$ cat src/rtl/cache_arbiter.sv
// cache_arbiter: shares one line-granular memory port between an I-cache and
// a D-cache. Round-robin on ties, one transaction in flight, at least one
// idle cycle between transactions, and a one-cycle mask that stops a stale
// request from being re-granted right after its own response.
//
// Handshake semantics (all three sides): a requester raises x_pmem_read
// (or d_pmem_write) with a stable line address and holds it until it sees
// x_pmem_resp for one cycle; the arbiter raises mem_read or mem_write and
// holds it, with address/data constant, until memory answers with a
// one-cycle mem_resp, which is forwarded combinationally to the owner in
// that same cycle together with mem_rdata.
module cache_arbiter (
  input  logic         clk,
  input  logic         rst,
  input  logic         i_pmem_read,
  input  logic [31:0]  i_pmem_address,
  output logic [255:0] i_pmem_rdata,
  output logic         i_pmem_resp,
  input  logic         d_pmem_read,
  input  logic         d_pmem_write,
  input  logic [31:0]  d_pmem_address,
  input  logic [255:0] d_pmem_wdata,
  output logic [255:0] d_pmem_rdata,
  output logic         d_pmem_resp,
  output logic         mem_read,
  output logic         mem_write,
  output logic [31:0]  mem_address,
  output logic [255:0] mem_wdata,
  input  logic [255:0] mem_rdata,
  input  logic         mem_resp
);

  typedef enum logic [1:0] {
    ST_IDLE    = 2'd0,
    ST_SERVE_I = 2'd1,
    ST_SERVE_D = 2'd2
  } state_e;

  localparam logic GRANT_I = 1'b0;
  localparam logic GRANT_D = 1'b1;

  // All control state lives in one struct so a checker can bind to ctrl_q
  // and see the FSM state, the round-robin pointer and the stale masks.
  typedef struct packed {
    state_e state;
    logic   last_grant;
    logic   mask_i;
    logic   mask_d;
  } ctrl_t;

  localparam ctrl_t CTRL_RESET = '{
    state:      ST_IDLE,
    last_grant: GRANT_I,
    mask_i:     1'b0,
    mask_d:     1'b0
  };

  ctrl_t         ctrl_q, ctrl_d;
  logic [31:0]   addr_q, addr_d;
  logic [255:0]  wdata_q, wdata_d;
  logic          op_write_q, op_write_d;

  logic          req_i;
  logic          req_d;
  logic          serving;

  // Effective requests: a requester just answered is ignored for one cycle.
  always_comb begin
    req_i = i_pmem_read & ~ctrl_q.mask_i;
    req_d = (d_pmem_read | d_pmem_write) & ~ctrl_q.mask_d;
  end

  // State register and latched transaction; reset aborts anything in flight.
  always_ff @(posedge clk) begin
    if (!rst) begin
      ctrl_q     <= CTRL_RESET;
      addr_q     <= '0;
      wdata_q    <= '0;
      op_write_q <= 1'b0;
    end else begin
      ctrl_q     <= ctrl_d;
      addr_q     <= addr_d;
      wdata_q    <= wdata_d;
      op_write_q <= op_write_d;
    end
  end

  // Next-state: grant from IDLE, complete on mem_resp, arm the one-cycle mask.
  always_comb begin
    ctrl_d        = ctrl_q;
    ctrl_d.mask_i = 1'b0;
    ctrl_d.mask_d = 1'b0;
    addr_d        = addr_q;
    wdata_d       = wdata_q;
    op_write_d    = op_write_q;
    case (ctrl_q.state)
      ST_IDLE: begin
        // D wins when alone, or on a tie when I had the previous grant.
        if (req_d && (!req_i || (ctrl_q.last_grant == GRANT_I))) begin
          ctrl_d.state = ST_SERVE_D;
          addr_d       = d_pmem_address;
          wdata_d      = d_pmem_wdata;
          // A simultaneous read+write is treated as the writeback.
          op_write_d   = d_pmem_write;
        end else if (req_i) begin
          ctrl_d.state = ST_SERVE_I;
          addr_d       = i_pmem_address;
          wdata_d      = '0;
          op_write_d   = 1'b0;
        end
      end
      ST_SERVE_I: begin
        if (mem_resp) begin
          ctrl_d.state      = ST_IDLE;
          ctrl_d.last_grant = GRANT_I;
          ctrl_d.mask_i     = 1'b1;
        end
      end
      ST_SERVE_D: begin
        if (mem_resp) begin
          ctrl_d.state      = ST_IDLE;
          ctrl_d.last_grant = GRANT_D;
          ctrl_d.mask_d     = 1'b1;
        end
      end
      default: begin
        ctrl_d.state = ST_IDLE;
      end
    endcase
  end

  // Outputs: strobes only from latched copies, responses only to the owner,
  // everything forced low while reset is held.
  always_comb begin
    mem_read     = 1'b0;
    mem_write    = 1'b0;
    mem_address  = '0;
    mem_wdata    = '0;
    i_pmem_resp  = 1'b0;
    i_pmem_rdata = '0;
    d_pmem_resp  = 1'b0;
    d_pmem_rdata = '0;
    serving      = rst && ((ctrl_q.state == ST_SERVE_I) || (ctrl_q.state == ST_SERVE_D));
    if (serving) begin
      mem_read    = ~op_write_q;
      mem_write   = op_write_q;
      mem_address = addr_q;
      mem_wdata   = wdata_q;
      if (mem_resp) begin
        if (ctrl_q.state == ST_SERVE_I) begin
          i_pmem_resp  = 1'b1;
          i_pmem_rdata = mem_rdata;
        end else begin
          d_pmem_resp  = 1'b1;
          d_pmem_rdata = mem_rdata;
        end
      end
    end
  end

endmodule

$ cat config.mk
export PLATFORM = sky130hd
export DESIGN_NAME = cache_arbiter
export DESIGN_NICKNAME = d
export VERILOG_FILES = /design/src/rtl/cache_arbiter.sv
export SDC_FILE = /design/constraint.sdc
export NUM_CORES = 1
export LEC_CHECK = 0
export ABC_AREA = 1
export BUFFER_PORTS_ARGS = -buffer_cell sky130_fd_sc_hd__buf_4
export CAP_MARGIN = 20
export CORE_AREA = 3 3 539 541
export DETAILED_ROUTE_END_ITERATION = 12
export DIE_AREA = 0 0 542 544
export PLACE_DENSITY = 0.32
export SLEW_MARGIN = 20
export SYNTH_ARGS = -nofsm -noshare
export SYNTH_HDL_FRONTEND = slang
export SYNTH_SLANG_ARGS = --single-unit
$ cat constraint.sdc
create_clock -name clk -period 1.98 [get_ports clk]
set_input_delay 0.198 -clock clk [delete_from_list [all_inputs] [get_ports clk]]
set_output_delay 0.198 -clock clk [all_outputs]
set_load 0.005 [all_outputs]
==> results.toml <==
[outcome]
status = "complete, but fails checks"
violations = "negative setup slack"

[job]
max-cap-violations = 0

[clock_network]
clk_pin_slew_worst_paths_ps = 60
clock-root-buffer = "clkbuf_16"
cts_tree = "built"
clk_latency_ps = 640
htreeDepth = 2
clock_sinks = 294
numCtsBuffers = 43
cts_buffer_depth = 3

[timing]
timing.fmax_mhz = 364.8
tightest_slew_ps = 768.6
period_share_pct = 138.4
drv_slew = 0
holdWs_ps = 183.7
fin_ws_ps = -761.2
slew_headroom_pct = 48.70
period_needed_ps = 2741
setup_viol = 804
rsz0062_at_grt = "true"
tns_ps = -411990
skew_ps = 35.04
hold_viol_final = 0

[layout]
synthToLayoutAreaGrowth_pct = 142.9
fin_area_mm2 = 0.03978
nFillCells = 33261
nets = 5257
drive_gt1_share_pct = 42.02
fin_cells = 8505

[die]
rows = 196
initial_core_util_pct = 5.737
die_w_um = 542
fp.dieH_um = 544
die_area_mm2 = 0.2948
io_pins = 1386
fp.coreArea_mm2 = 0.2855

[logic_synthesis]
ys.flop_type = "dfxtp_1"
synth_area_leader_cell = "dfxtp_1"
ys_warn_count = 0
synth_top_area_share_pct = 35.94
synth-seq-cells = 294
syn_inst = 2867
yosysMostFrequentCell = "nor2_1"
syn-num-nets = 3452
seq_area_frac_synth_pct = 35.94
async_flop_share_pct = 0
synth.cells.most_frequent = "nor2_1 (904), nand2_1 (586), inv_1 (584)"
synth_edf_count = 0
synth.avg_cell_area_um2 = 5.712
synth_cell_types = 25
synth.area.top_cells = "dfxtp_1 (36%), nor2_1 (21%), nand2_1 (13%)"
syn_area_mm2 = 0.01638

[routing]
initialDrtViolationCount = 1368
wl_per_cell_um = 25.59
vias = 25524
drtPass1Iterations = 5
drc = 0
via_per_inst = 3.001
drt_wl_total_um = 217600
antenna_left = 0

[hold_path]
min_path_cells = 4
min_to = "wdata_q[51]$_SDFFE_PN0P_"
hp-start = "rst"
hold_class = "in -> reg"

[pwr]
finalPower_mw = 22.92
leakage_nw = 18.61
ir_worst_vdd_v = 0.0005160
power.density_mw_per_mm2 = 576.2

[critical_path]
crit_path_end_kind = "primary output"
reg2reg_to = "ctrl_q[4]$_SDFFE_PN0P_"
critPathMaxFanout = 26
start_kind = "register"
critPathKind = "reg -> out"
required_ps = 1780
r2r_start = "ctrl_q[4]$_SDFFE_PN0P_"
r2r_cells = 7
rrSetupSlack_ps = 40
crit_arrival_ps = 2540

[grt]
grt_first_pass_wirelength_um = 270300
grt_pass1_vias = 25876
grt_max_degree = 66
grt_overflow_total = 0
antenna_found_initial = 134
grt_usage_pct = 13.99

[place]
port_buffers = 1385
place_inst = 8019
dpl_cell_area_mm2 = 0.03238
dpl.hpwl_um = 188800
gp_congestion = 0.8943
==> stage by stage <==
stage | utilization [%] | worst slack (ps)
finish | 13.94 | -761.2
global route | 13.92 | -809.1
CTS | 13.59 | -759.5
detailed placement | 11.34 | -398.7
global placement | 11.34 | -403.4
floorplan | - | 364.0
==> critical path, stage by stage (launching register included) <==
cell and delay (ps):
dfxtp_2 350, inv_4 50, ha_4 260, nand2_4 60
buf_4 140, nor2_4 70, buf_6 140, inv_16 50
clkbuf_16 270, buf_4 150, nor2_4 130, buf_6 120
==> routing by layer <==
layer / up-vias / wire length [um] / track usage [%]
met5: - / 113 / 0
met4: 18 / 10600 / 6.375
met3: 360 / 20030 / 5.093
met2: 1269 / 108000 / 24.70
met1: 11999 / 78930 / 14.81
li1: 11878 / - / -
==> logic make-up (layout without fill, tap and decap cells) <==
family / count (synthesis) / count (layout) / synth area share [%]
and+or+nand+nor: 1498 / 1498 / 34.53
buffers and inverters: 777 / 2615 / 19.94
AOI/OAI and AO/OA: 295 / 295 / 9.360
DFF: 294 / 294 / 35.94
adders and majority gates: 3 / 3 / 0.2292
other: 0 / 38 / 0
==> flip-flops by register name, indices dropped and copies added, names as in the netlist <==
register / count
wdata_q: 256
addr_q: 32
ctrl_q: 5
op_write_q: 1
==> worst max path at each step <==
| stage | from | slack [ps] | end | depth (start not counted) |
|---|---|---|---|---|
| after floorplan | ctrl_q[3]$_SDFFE_PN0P_ | 360 | d_pmem_rdata[100] | 8 |
| after global placement | ctrl_q[3]$_SDFFE_PN0P_ | -400 | d_pmem_rdata[132] | 10 |
| after detailed placement | ctrl_q[3]$_SDFFE_PN0P_ | -400 | d_pmem_rdata[132] | 10 |
| after CTS | ctrl_q[3]$_SDFFE_PN0P_ | -760 | d_pmem_rdata[132] | 9 |
| after global routing | ctrl_q[4]$_SDFFE_PN0P_ | -810 | d_pmem_rdata[132] | 10 |
| final | ctrl_q[4]$_SDFFE_PN0P_ | -760 | i_pmem_rdata[40] | 11 |
==> where the power goes <==
part           total (mW)  internal (mW)  switching [mW]
Clock                7.99           4.60            3.39
Combinational        7.90           3.39            4.51
Sequential           7.03           6.62           0.413
==> placed cells by master (no fill, tap or decap), types with 2 or more instances in the layout <==
cell	n
a21oi_1	249
inv_16	2
buf_12	46
buf_16	17
o21ai_1	5
buf_8	7
nor2_2	150
nand3_1	2
clkinv_4	2
inv_8	2
nor2_1	654
a21oi_2	10
inv_1	582
bufbuf_16	7
inv_6	2
dfxtp_1	292
clkinv_2	8
clkinv_16	2
ha_4	2
buf_4	1469
clkbuf_16	50
diode_2	38
clkbuf_8	12
buf_6	68
dlygate4sd3_1	325
nand4_1	2
nand2_2	3
nor2_4	101
o21ai_0	28
inv_2	2
dfxtp_2	2
clkbuf_1	5
nand2_1	583
clkinvlp_4	3
==> final cells by class <==
class / instances / area [um^2] / area share, %
multi-input combinational: 1796 / 8403 / 21.12
sequential: 294 / 5888 / 14.80
inverter: 588 / 2250 / 5.656
timing repair inverter: 3 / 57.56 / 0.1447
antenna: 38 / 95.09 / 0.2391
clock inverter: 18 / 173.9 / 0.4372
tap: 3762 / 4707 / 11.83
clock buffer: 60 / 1260 / 3.167
timing repair buffer: 1946 / 16940 / 42.60
==> repair_timing <==
action / CTS / global route
gates cloned: 20 / 9
hold buffers: 325 / 0
endpoints found under the setup margin: 804 / 805
pin swaps: 4 / 4
endpoints found under the hold margin: 294 / 0
resized for setup: 299 / 199
setup buffers: 16 / 2
No activity file was read; power rests on OpenSTA's default activity.
